[config.mk]
export PLATFORM = sky130hd
export DESIGN_NAME = vga_sprite_pos_loader
export DESIGN_NICKNAME = d
export VERILOG_FILES = /design/src/rtl/vga_sprite_pos_loader.sv
export SDC_FILE = /design/constraint.sdc
export NUM_CORES = 1
export LEC_CHECK = 0
export ABC_CLOCK_PERIOD_IN_PS = 4800
export CAP_MARGIN = 10
export CORE_ASPECT_RATIO = 0.75
export CORE_MARGIN = 4
export CORE_UTILIZATION = 68
export DETAILED_ROUTE_END_ITERATION = 8
export DONT_BUFFER_PORTS = 1
export PLACE_DENSITY_LB_ADDON = 0.1
export SYNTH_ARGS = -nofsm -noshare
export SYNTH_HDL_FRONTEND = slang
export SYNTH_SLANG_ARGS = --single-unit
[constraint.sdc]
create_clock -name sys_clk -period 4.8 [get_ports sys_clk]
set_input_delay 0.96 -clock sys_clk [delete_from_list [all_inputs] [get_ports sys_clk]]
set_output_delay 0.96 -clock sys_clk [all_outputs]
set_load 0.03 [all_outputs]
[src/rtl/vga_sprite_pos_loader.sv]
// vga_sprite_pos_loader: vblank-triggered sprite position table loader with atomic commit
module vga_sprite_pos_loader #(
    parameter int                    ADDR_WIDTH  = 16,
    parameter logic [ADDR_WIDTH-1:0] POS_BASE    = ADDR_WIDTH'(16'h8000),
    parameter int                    NUM_SPRITES = 4,
    parameter int                    COORD_WIDTH = 10,
    parameter int                    RD_LATENCY  = 1
) (
    input  logic                               sys_clk,
    input  logic                               reset_n,
    input  logic                               vblank_start,
    input  logic                               load_enable,
    output logic [ADDR_WIDTH-1:0]              ram_addr,
    output logic                               ram_rd_en,
    input  logic [15:0]                        ram_q,
    output logic                               busy,
    output logic                               load_done,
    output logic [NUM_SPRITES*COORD_WIDTH-1:0] pos_x_flat,
    output logic [NUM_SPRITES*COORD_WIDTH-1:0] pos_y_flat,
    output logic [NUM_SPRITES*16-1:0]          attr_flat,
    output logic [NUM_SPRITES-1:0]             visible,
    output logic [15:0]                        frame_count
);
    localparam int TOTAL = 3 * NUM_SPRITES;
    localparam int IW    = $clog2(TOTAL);

    typedef enum logic [2:0] {IDLE, ISSUE, WAIT, CAPTURE, COMMIT} state_t;

    state_t        state, state_nx;
    logic [IW-1:0] idx;
    logic [1:0]    wcnt;
    logic [15:0]   shadow [TOTAL];

    assign busy      = state != IDLE;
    assign ram_rd_en = busy;
    assign ram_addr  = busy ? POS_BASE + ADDR_WIDTH'(idx) : '0;

    // Next-state: one ISSUE/WAIT/CAPTURE pass per word, then a single COMMIT
    always_comb begin
        state_nx = state;
        case (state)
            IDLE:    if (vblank_start && load_enable) state_nx = ISSUE;
            ISSUE:   state_nx = (RD_LATENCY > 1) ? WAIT : CAPTURE;
            WAIT:    if (int'(wcnt) == RD_LATENCY - 2) state_nx = CAPTURE;
            CAPTURE: state_nx = (idx == IW'(TOTAL - 1)) ? COMMIT : ISSUE;
            default: state_nx = IDLE;
        endcase
    end

    // Visibility is the attribute MSB of each live record
    always_comb begin
        visible = '0;
        for (int i = 0; i < NUM_SPRITES; i++) visible[i] = attr_flat[i*16+15];
    end

    // Control: state, word index and read-latency wait counter
    always_ff @(posedge sys_clk or negedge reset_n) begin
        if (!reset_n) begin
            state <= IDLE;
            idx   <= '0;
            wcnt  <= '0;
        end else begin
            state <= state_nx;
            wcnt  <= (state == WAIT) ? wcnt + 2'd1 : 2'd0;
            if (state == IDLE) idx <= '0;
            else if (state == CAPTURE && state_nx == ISSUE) idx <= idx + 1'b1;
        end
    end

    // Shadow table fills word by word and is never visible at the outputs
    always_ff @(posedge sys_clk or negedge reset_n) begin
        if (!reset_n) begin
            for (int i = 0; i < TOTAL; i++) shadow[i] <= '0;
        end else if (state == CAPTURE) begin
            shadow[idx] <= ram_q;
        end
    end

    // Live outputs switch over in one edge so consumers never see a mixed frame
    always_ff @(posedge sys_clk or negedge reset_n) begin
        if (!reset_n) begin
            pos_x_flat  <= '0;
            pos_y_flat  <= '0;
            attr_flat   <= '0;
            load_done   <= 1'b0;
            frame_count <= '0;
        end else begin
            load_done <= state == COMMIT;
            if (state == COMMIT) begin
                frame_count <= frame_count + 16'd1;
                for (int i = 0; i < NUM_SPRITES; i++) begin
                    pos_x_flat[i*COORD_WIDTH +: COORD_WIDTH] <= shadow[3*i][COORD_WIDTH-1:0];
                    pos_y_flat[i*COORD_WIDTH +: COORD_WIDTH] <= shadow[3*i+1][COORD_WIDTH-1:0];
                    attr_flat[i*16 +: 16]                    <= shadow[3*i+2];
                end
            end
        end
    end
endmodule

======== After elaboration in Yosys (flattened, before gate mapping) ========
Index checks and enable logic that the tools add are counted.
word-level totals
  bits in registers ....................... 360
  bits in latches ......................... 0
  bits in writable memories ............... 0
  bits in read-only memories .............. 0
  input bits .............................. 20
  output and inout port bits .............. 183
  memories ................................ 0
cells by class
  add/subtract/negate cells ............... 3
  multiply operators ...................... 0
  div/mod/pow operators ................... 0
  order comparisons ....................... 2
  equality and inequality tests ........... 6
  shift-type cells ........................ 0
  multiplexer cells ....................... 9
  bitwise operators ....................... 1
  reductions and logical operators ........ 6
operators by type and width
  kind                   count
  $bwmux 192             1
  $demux 16 s4           1
  $mux 16                2
  $add 16x1->16 const B  1
  $add 16x4->16 const A  1
  $pmux 3 s4             1
  $mux 4                 2
  $eq 3x1->1 const B     2
  $eq 3x2->1 const B     2
  $mux 3                 2
  $ge 5x5->1 const B     1
  $lt 5x1->1 const B     1
  $not 4->5              1
  $add 4x1->4 const B    1
  $eq 4x4->1 const B     1
  $eq 3x3->1 const B     1
  $logic_and 1x1->1      3
  $logic_not 3->1        1
  $reduce_bool 3->1      1
  $reduce_bool 2->1      1

======== Depth between registers and ports, before layout ========
  depth after elaboration ................. 7
  mapped depth ............................ 7

======== Worst setup path before layout ========
OpenSTA, ideal clock, no wires.
  path kind ............................... reg-to-output
  start ................................... register state[2]
  end ..................................... output port ram_addr[15]
  arrival ................................. 1676 ps
  data required time ...................... 3840 ps
  setup slack ............................. 2164 ps
  stages on the path, launching flop included .. 5
  path buffers ............................ 2
  path through ............................ dfrtp_1 -> buf_2 -> nor3_1 -> inv_1 -> buf_4
between the ends
  longest elaborated chain between the ends .. 2
ends and longest elaborated chain
  element                   RTL line  source
  start: declaration        29        state_t state, state_nx;
  start signal: assignment  63        state <= state_nx;
  $reduce_bool 3->1         34        assign busy = state != IDLE;
  named net busy            16        output logic busy,
  $mux 16                   36        assign ram_addr = busy ? POS_BASE + ADDR_WIDTH'(idx) : '0;
  end: declaration          13        output logic [ADDR_WIDTH-1:0] ram_addr,
The timed path passes the listed nets, and every way through them passes these cells.

======== Final worst setup path ========
  start ................................... register state[2]
  end ..................................... output port busy
between the ends
  longest elaborated chain between the ends .. 1
ends and longest elaborated chain
  element            RTL line
  $reduce_bool 3->1  34
  end: declaration   16
Every way passes these cells.

==> impl_metrics.csv <==
group,metric,value,unit
clock_tree,cts_buffer_depth,3,
timing,setup_viol,0,
floorplan,core,0.0171,mm²
detailed_routing,vias_per_cell,5.91,
synth,synth.largest_area_cell,"dfrtp_1",
synth,synth.yosys.warnings,0,
cells_and_area,final_common_cell,"dfrtp_1",
global_routing,antenna_found_initial,1,
synth,ys_types,36,
clock_tree,cts_max_level,1,
detailed_routing,ant_nets,0,
global_routing,grt_pass1_vias,6358,
timing,setup_ws,1.21,ns
cells_and_area,seqCellArea,0.00781,mm²
global_routing,grt_overflow,0,
global_routing,grt_max_degree,313,
detailed_routing,wl,24.1,mm
worst_hold_path,hold_path.class,"in2async",
cells_and_area,final_core_utilization,0.757,
timing,hold_viol_final,0,
synth,syn_area,0.0121,mm²
detailed_routing,drt-initial-drc-count,374,
floorplan,fp.dieH,123,µm
synth,avgSynthCellArea,15.9,µm²
timing,slew_headroom,0.211,
timing,maxSlewViolCount,0,
timing,min_period,3.59,ns
placement,dpl_worst_slack,1.78,ns
timing,tns,0,ns
cells_and_area,multi_input_area,0.00394,mm²
clock_tree,postCtsHoldBufs,0,
flow_run,cap_violations,0,
placement,portBuffers,0,
placement,gp_congestion,0.838,
cells_and_area,nFillCells,1074,
timing,holdWs,0.140,ns
clock_tree,numCtsBuffers,27,
critical_path,criticalPathCategory,"reg2out",
synth,ys_ff_latch,312,
floorplan,die_w,162,µm
detailed_routing,vias,5895,
critical_path,cp-start-kind,"flip-flop",
placement,placed_cells,949,
critical_path,cp.required,3.84,ns
power,peakVddDrop,0.319,mV
timing,finalClockSkew,0.00859,ns
cells_and_area,area_delta_synth_final,7.47,%
critical_path,crit_fanout,15,
global_routing,grt_pass1_wl,37.8,mm
floorplan,start_util,0.704,
clock_tree,post-cts-setup-buffers,0,
power,powerDensity,601,mW/mm²
critical_path,arrival,2.63,ns
floorplan,rows,41,
cells_and_area,drive_above_1_share,0.442,
clock_tree,insertion_delay,0.51,ns
cells_and_area,layout.cells.non_filler,998,
detailed_routing,drcViolationCount,0,
clock_tree,cts.sinks,312,
timing,fmax,279,MHz
outcome,status,"complete, no violations",
cells_and_area,antenna_cells,0,
detailed_routing,drt-pass1-iter-count,4,
clock_tree,cts_root_buf,"clkbuf_16",
timing,worstMarginPinSlew,1.18,ns
critical_path,critPathCaptureType,"output port",
detailed_routing,wire_per_inst,24.1,µm
global_routing,grt_use_total,0.246,
synth,ys_top_cells_by_area,"dfrtp_1 65%, mux2_2 26%, buf_4 1.3%, mux2_4 1.2%, xnor2_1 1.0%",
clock_tree,cts.repair.resized,0,
floorplan,pin_count,203,
synth,synthCells,757,
floorplan,dieArea,0.0200,mm²
timing,finalCritPeriodShare,0.747,
clock_tree,clk_pin_slew,0.06,ns
placement,hpwl,15.4,mm
synth,synth.top_cell.area_share,0.647,
timing,rsz0062_at_grt,"no",
cells_and_area,nets,768,
synth,ys_seq_area_frac,0.647,
power,p_leak,6.20,nW
clock_tree,cts_tree,"yes",
cells_and_area,final_cell_mix,"312 x dfrtp_1, 278 x mux2_2, 27 x clkbuf_16",
synth_stat cells, drive strengths merged:
| cell type | number |
|---|---|
| dfrtp | 312 |
| buf | 44 |
| nor2 | 19 |
| or2 | 1 |
| or4 | 1 |
| nand2b | 2 |
| nor4 | 3 |
| xor2 | 4 |
| mux2i | 1 |
| conb | 1 |
| nor3 | 2 |
| nor3b | 3 |
| and3 | 4 |
| clkbuf | 13 |
| ha | 5 |
| nand4bb | 1 |
| nand2 | 13 |
| nor2b | 1 |
| nand3b | 1 |
| a21oi | 2 |
| o31a | 1 |
| inv | 7 |
| nand4 | 2 |
| and3b | 1 |
| mux2 | 289 |
| nand3 | 10 |
| xnor2 | 14 |
worst paths after layout:
path                                               from                    endpoint  slack, ns  cells after the start
worst min register to register  shadow[157]$_DFFE_PN0P_   attr_flat[13]$_DFFE_PN0P_       0.50                      1
worst max-delay path                 state[2]$_DFF_PN0_                        busy       1.21                      2
max in group asynchronous                       reset_n  pos_y_flat[33]$_DFFE_PN0P_       4.31                      0
worst max register to register       state[0]$_DFF_PN0_      shadow[97]$_DFFE_PN0P_       2.31                      4
min in group sys_clk            shadow[157]$_DFFE_PN0P_   attr_flat[13]$_DFFE_PN0P_       0.50                      1
worst min-delay path                            reset_n  pos_x_flat[26]$_DFFE_PN0P_       0.14                      0
sequential cells by signal, summed over array words and instances, names as in the netlist:
| name | cells |
|---|---|
| frame_count | 16 |
| shadow | 144 |
| attr_flat | 64 |
| pos_y_flat | 40 |
| idx | 4 |
| pos_x_flat | 40 |
| state | 3 |
| load_done | 1 |
stage by stage:
step                power (mW)  instance area, µm²
finish                    7.79               13000
global route              8.18               13000
CTS                       7.84               13000
detailed placement        5.73               12100
floorplan                 5.39               12100
global placement          5.56               12100
critical path, cell delays in order (launching register included):
cell	delay, ns
dfrtp_1	0.56
nor3_1	0.86
inv_1	0.68
logic make-up after synthesis:
family,after synthesis,synth area share
DFF,312,0.647
muxes,290,0.274
and+or+nand+nor,64,0.0288
buffers and inverters,64,0.0302
xor gates and xnor gates,18,0.0131
adders and majority gates,5,0.00519
AOI/OAI and AO/OA,3,0.00156
other,1,0.000311
power breakdown:
part / switching, mW / internal (mW) / total (mW)
sequential: 0.915 / 3.45 / 4.37
clock: 0.886 / 1.21 / 2.10
combinational: 0.510 / 0.810 / 1.32
total: 2.31 / 5.47 / 7.79
routing by layer:
metal  GRT usage  wire length (µm)  up-vias
li1            -                 -     2569
met1       0.337             10100     3131
met2       0.389             11300      171
met3      0.0976              2430       24
met4      0.0391               296        0
met5           0                 0        -
final cells by class:
class | instances | area share
clock inverter | 3 | 0.00309
tap | 236 | 0.0228
sequential | 312 | 0.602
clock buffer | 45 | 0.0635
multi-input combinational | 391 | 0.304
inverter | 7 | 0.00203
timing repair buffer | 4 | 0.00232
Note: power is estimated with default switching activity, not from simulation.
